## config.mk

```make
export PLATFORM = sky130hd
export DESIGN_NAME = muldiv_ctrl
export DESIGN_NICKNAME = d
export VERILOG_FILES = /design/src/rtl/muldiv_ctrl.sv
export SDC_FILE = /design/constraint.sdc
export NUM_CORES = 1
export LEC_CHECK = 0
export ABC_AREA = 1
export CAP_MARGIN = 20
export CORE_MARGIN = 3
export CORE_UTILIZATION = 27
export DETAILED_ROUTE_END_ITERATION = 8
export HOLD_SLACK_MARGIN = 0.08
export PLACE_DENSITY = 0.48
export SYNTH_ARGS = -nofsm -noshare
export SYNTH_HDL_FRONTEND = slang
export SYNTH_SLANG_ARGS = --single-unit
```

## constraint.sdc

```tcl
create_clock -name clk -period 3.2 [get_ports clk]
set_input_delay 0.64 -clock clk [delete_from_list [all_inputs] [get_ports clk]]
set_output_delay 0.64 -clock clk [all_outputs]
set_load 0.01 [all_outputs]
```

## src/rtl/muldiv_ctrl.sv

```systemverilog
// muldiv_ctrl: iterative multiply/divide sequencer that owns the HI/LO write path.
// It runs a shift-add multiply or a restoring divide, one step per cycle, and
// pulses the HI/LO write enables with the fixed-up result.
// Optional build macro: MULDIV_EARLY_EXIT_EN lets a multiply stop as soon as
// the remaining multiplier bits are all zero.
module muldiv_ctrl (
  input  logic        clk,
  input  logic        reset,
  input  logic        startE,
  input  logic [1:0]  opE,
  input  logic [31:0] srcaE,
  input  logic [31:0] srcbE,
  input  logic        hiloreadD,
  output logic        busy,
  output logic        stallhilo,
  output logic        hien,
  output logic        loen,
  output logic [31:0] hiout,
  output logic [31:0] loout
);

  typedef enum logic [1:0] {IDLE, RUN, FIXUP, WRITE} state_t;

  state_t      r_state;
  logic [1:0]  r_op;
  logic        r_signA;
  logic        r_signB;
  logic        r_divZero;
  logic [31:0] r_rawA;
  logic [31:0] r_acc;
  logic [31:0] r_lo;
  logic [31:0] r_b;
  logic [5:0]  r_count;
  logic        r_busy;
  logic        r_hien;
  logic [31:0] r_hiout;
  logic [31:0] r_loout;
`ifdef MULDIV_EARLY_EXIT_EN
  logic [31:0] r_mrem;
  logic [31:0] w_mremNext;
`endif

  logic        w_isDiv;
  logic [31:0] w_absA;
  logic [31:0] w_absB;
  logic [31:0] w_addend;
  logic [32:0] w_sum;
  logic [63:0] w_mulNext;
  logic [32:0] w_shift;
  logic [32:0] w_trial;
  logic        w_divOk;
  logic [31:0] w_remNext;
  logic [31:0] w_quoNext;
  logic        w_lastStep;
  logic [63:0] w_prodAligned;
  logic [63:0] w_prodFinal;
  logic [31:0] w_quo;
  logic [31:0] w_rem;

  assign w_isDiv = r_op[1];

  // Magnitudes are taken only for the signed opcodes (opE[0] == 0).
  assign w_absA = (~opE[0] & srcaE[31]) ? (32'd0 - srcaE) : srcaE;
  assign w_absB = (~opE[0] & srcbE[31]) ? (32'd0 - srcbE) : srcbE;

  // One shift-add multiply step on {acc, multiplier}; the carry enters the top.
  assign w_addend  = r_lo[0] ? r_b : 32'd0;
  assign w_sum     = {1'b0, r_acc} + {1'b0, w_addend};
  assign w_mulNext = {w_sum, r_lo[31:1]};

  // One restoring divide step; the remainder is always below the divisor, so a
  // 33-bit trial difference is enough to decide the quotient bit from its sign.
  assign w_shift   = {r_acc, r_lo[31]};
  assign w_trial   = w_shift - {1'b0, r_b};
  assign w_divOk   = ~w_trial[32];
  assign w_remNext = w_divOk ? w_trial[31:0] : w_shift[31:0];
  assign w_quoNext = {r_lo[30:0], w_divOk};

`ifdef MULDIV_EARLY_EXIT_EN
  // A multiply finishes once no multiplier bits remain; divide always runs 32 steps.
  assign w_mremNext = r_mrem >> 1;
  assign w_lastStep = w_isDiv ? (r_count == 6'd31) : (w_mremNext == 32'd0);
`else
  assign w_lastStep = (r_count == 6'd31);
`endif

  // After an early exit the product sits high in {acc, lo}; shift it down by
  // the steps that were skipped (zero shift after a full 32-step run).
  assign w_prodAligned = {r_acc, r_lo} >> (6'd32 - r_count);
  assign w_prodFinal   = ((r_op == 2'b00) && (r_signA ^ r_signB)) ? (64'd0 - w_prodAligned) : w_prodAligned;
  assign w_quo         = ((r_op == 2'b10) && (r_signA ^ r_signB)) ? (32'd0 - r_lo) : r_lo;
  assign w_rem         = ((r_op == 2'b10) && r_signA) ? (32'd0 - r_acc) : r_acc;

  assign busy      = r_busy;
  assign hien      = r_hien;
  assign loen      = r_hien;
  assign hiout     = r_hiout;
  assign loout     = r_loout;
  assign stallhilo = hiloreadD & (startE | r_busy);

  // Sequencer: latch operands, iterate, fix up signs, then pulse the HI/LO write.
  always_ff @(posedge clk) begin
    if (reset) begin
      r_state   <= IDLE;
      r_op      <= 2'b00;
      r_signA   <= 1'b0;
      r_signB   <= 1'b0;
      r_divZero <= 1'b0;
      r_rawA    <= 32'd0;
      r_acc     <= 32'd0;
      r_lo      <= 32'd0;
      r_b       <= 32'd0;
      r_count   <= 6'd0;
      r_busy    <= 1'b0;
      r_hien    <= 1'b0;
      r_hiout   <= 32'd0;
      r_loout   <= 32'd0;
`ifdef MULDIV_EARLY_EXIT_EN
      r_mrem    <= 32'd0;
`endif
    end else begin
      case (r_state)
        IDLE: begin
          r_hien <= 1'b0;
          if (startE) begin
            r_op      <= opE;
            r_signA   <= ~opE[0] & srcaE[31];
            r_signB   <= ~opE[0] & srcbE[31];
            r_divZero <= opE[1] & (srcbE == 32'd0);
            r_rawA    <= srcaE;
            r_acc     <= 32'd0;
            r_count   <= 6'd0;
            r_b       <= opE[1] ? w_absB : w_absA;
            r_lo      <= opE[1] ? w_absA : w_absB;
            r_busy    <= 1'b1;
            r_state   <= RUN;
`ifdef MULDIV_EARLY_EXIT_EN
            r_mrem    <= w_absB;
`endif
          end
        end
        RUN: begin
          if (w_isDiv) begin
            r_acc <= w_remNext;
            r_lo  <= w_quoNext;
          end else begin
            r_acc <= w_mulNext[63:32];
            r_lo  <= w_mulNext[31:0];
          end
`ifdef MULDIV_EARLY_EXIT_EN
          r_mrem <= w_mremNext;
`endif
          r_count <= r_count + 6'd1;
          if (w_lastStep) begin
            r_state <= FIXUP;
          end
        end
        FIXUP: begin
          if (r_divZero) begin
            r_hiout <= r_rawA;
            r_loout <= 32'hFFFF_FFFF;
          end else if (w_isDiv) begin
            r_hiout <= w_rem;
            r_loout <= w_quo;
          end else begin
            r_hiout <= w_prodFinal[63:32];
            r_loout <= w_prodFinal[31:0];
          end
          r_hien  <= 1'b1;
          r_state <= WRITE;
        end
        WRITE: begin
          r_hien  <= 1'b0;
          r_busy  <= 1'b0;
          r_state <= IDLE;
        end
        default: begin
          r_state <= IDLE;
        end
      endcase
    end
  end

endmodule

```

==> reports/qor.yml <==
cts.sink_count: 207
antennaDiodeCount: 0
clkPwrFrac_pct: 7.6
synth_top_area_share_pct: 18.2
swShare_pct: 55.1
min_path_type: "flip-flop to flip-flop"
yosysWarnings: 0
final.period_utilization_pct: 107
num_rows: 105
hold_viol: 0
tightest_slew_ns: 0.785
initial_utilization_pct: 27.5
vias_per_cell: 5.45
place_congestion: 1.02
die_y_um: 296
start_kind: "flip-flop"
crit_start: "r_count[1]"
drtIter0Drc: 3538
cts_tree: "done"
yosys_register_bits: 207
maxSlewHeadroom_pct: 47.6
rsz0062_at_grt: "yes"
crit_required_ns: 3.65
synth.avg_cell_area_um2: 5.64
cts_buffers: 27
clockBufferDepth: 3
power_frac_comb_pct: 82.5
cts-root-buf: "clkbuf_16"
syn_to_final_growth_pct: 48.9
fin_crit_ns: 3.41
synth_cells: 4038
total_power_mw: 43.0
cts_hold_buffers: 0
die_x_um: 296
mostFrequentLayoutCells: "nand2_1 (902), buf_4 (627), nand3_1 (410)"
intPower_mw: 19.3
place_area_mm2: 0.0296
yosys.area_share.simple_pct: 42.0
fill_cells: 8892
r2r-end: "loout[18]"
synth_xor_area_share_pct: 3.85
numPortBuffers: 137
cts.reportedPaths.clkPinSlew_ns: 0.06
routed_wl_um: 131000
final_common_cell: "nand2_1"
syn_nets: 4186
num_vias: 31400
synth.distinct_cells: 57
drv_cap: 0
antenna_found_initial: 3
synth_ff_type: "dfxtp_1"
cellPowerDensity_mw_per_mm2: 1270
place_ws_ns: -0.629
synth_top_area_cell: "dfxtp_1"
htree_levels: 1
grt_max_degree: 150
core_mm2: 0.0828
synth_top_family_by_area: "simple AND/OR/NAND/NOR gates"
failed_checks: "setup timing"
ir_drop_mv: 0.583
clk_latency_ns: 0.59
outcome: "finished with violations"
critPathMaxFanout: 8
cp.arrival_ns: 3.86
clock_skew_ns: 0.0227
r2r_start: "r_count[1]"
timing.final.ws_setup_ns: -0.211
drv_slew: 0
synth_compound_area_share_pct: 20.2
grt_first_pass_wirelength_um: 190000
seq_power_share_pct: 9.9
async_reset_ff_share_pct: 0
synth_mux_area_share_pct: 0.0989
reg2regPathDepth: 22
avgRoutedWirePerCell_um: 22.8
finalSetupViolations: 49
hold_start: "hiout[7]"
synth_area_mm2: 0.0228
synthAdderAreaFrac_pct: 4.35
whs_ns: 0.463
die_area_mm2: 0.0878
ys_seq_area_share_pct: 18.2
hold_depth: 2
antenna_left: 0
place_hpwl_um: 104000
drive_gt1_share_pct: 28.2
r2r_setup_slack_ns: -0.21
p_leak_nw: 16.0
grt_usage_pct: 28.7
synth-edff-count: 0
fin_area_mm2: 0.0339
hold_path_end: "hiout[7]"
yosys-top-cells-area: "dfxtp_1 (18%), nand2_1 (17%), nand3_1 (14%), a21oi_1 (6.3%), o21ai_0 (6.2%)"
grt_pass1_vias: 28900
crit_type: "flip-flop to flip-flop"
drc: 0
drt_pass1_iterations: 6
nets: 4812
setup.worst_path.end_class: "flip-flop"
p_switching_mw: 23.7
num_io_pins: 138
max_freq_mhz: 293
grt_overflow: 0
## layer usage
metal	wire length [um]	part of all wire, %	up-vias	GRT usage, %
met5	17	0.013	-	0
met3	10500	8.0	277	3.34
met1	58000	44	14800	40.6
li1	-	-	14800	-
met2	54700	42	1510	42.8
met4	7970	6.1	4	14.4
## timing repair
item	4_1_cts	5_1_grt
gates cloned	7	4
resized for setup	428	234
setup buffers	47	18
setup endpoints to repair	91	107
pin swaps	102	74
## worst max-delay path, cell delays in order (launching register included)
cell and delay [ns]:
dfxtp_2 0.33, buf_4 0.14, nor2_2 0.11, nand2_2 0.08, inv_2 0.08, nand2_2 0.07, buf_4 0.14, o21ai_1 0.13
nand2_2 0.20, clkinv_4 0.15, buf_12 0.13, buf_4 0.14, nand3_1 0.11, nand2_2 0.10, buf_4 0.12, nand3_1 0.10
nand2_2 0.12, nand3_4 0.13, nor2_4 0.28, buf_4 0.16, a21oi_1 0.05, o21ai_1 0.30, a21oi_1 0.12
## cell families after synthesis
kind of cell               after synthesis
AOI/OAI and AO/OA                      810
xor gates and xnor gates                98
adders and majority gates               78
buffers and inverters                  632
DFF                                    207
muxes                                    2
and+or+nand+nor                       2211
## layout make-up
cell class                 count  area [um2]  share of cell area, %
multi-input combinational   3199       18500                   54.6
sequential                   207        4160                   12.3
clock inverter                13         174                  0.513
timing repair buffer         841        7500                   22.1
clock buffer                  37         753                   2.22
tap                         1070        1340                   3.95
inverter                     388        1480                   4.36
## registers in the layout, summed over array words and instances (netlist names)
register,flops
r_lo,32
r_b,32
r_signB,1
hien,1
loout,32
r_divZero,1
r_op,2
r_count,6
r_signA,1
busy,1
hiout,32
r_state,2
r_acc,32
r_rawA,32
## through the flow
| stage | TNS (ns) | instances | util, % |
|---|---|---|---|
| final | -4.95 | 5755 | 41.0 |
| after global routing | -13.98 | 5755 | 41.0 |
| after CTS | -1.12 | 5735 | 39.6 |
| after detailed placement | -41.31 | 5631 | 35.8 |
| after global placement | -42.63 | 5630 | 35.7 |
| after floorplan | 0 | 4038 | - |
## how the worst max path moves through the flow
stage                end  slack [ns]  cells past startpoint
3_3_place_gp   hiout[14]       -0.61                     22
4_1_cts        hiout[14]       -0.07                     22
2_1_floorplan   hiout[2]       0.006                     29
5_1_grt        hiout[21]       -0.35                     22
3_5_place_dp   hiout[14]       -0.63                     24
6_report       loout[18]       -0.21                     22
## power by group through the flow
stage               clock, mW  combinational (mW)  sequential, mW
detailed placement          0                28.5            4.23
finish                   3.28                35.4            4.24
global placement            0                28.6            4.23
floorplan                   0                15.0            3.92
global route             3.39                37.6            4.26
CTS                      3.31                32.5            4.18
## cell usage after synthesis, types with 14 or more instances
master	n
nor3_1	53
or2_2	18
buf_2	54
xor2_1	77
inv_1	369
a31oi_1	50
buf_4	15
nor2_1	357
nand2_1	1035
o21ai_1	16
ha_1	76
inv_2	14
nand4_1	44
a21oi_1	288
nand3_1	649
o221ai_1	17
xnor2_1	20
a211oi_1	14
buf_1	21
dfxtp_1	207
o21ai_0	283
clkbuf_1	145
nand3b_1	15
o211ai_1	66
No activity file was read; power rests on OpenSTA's default activity.
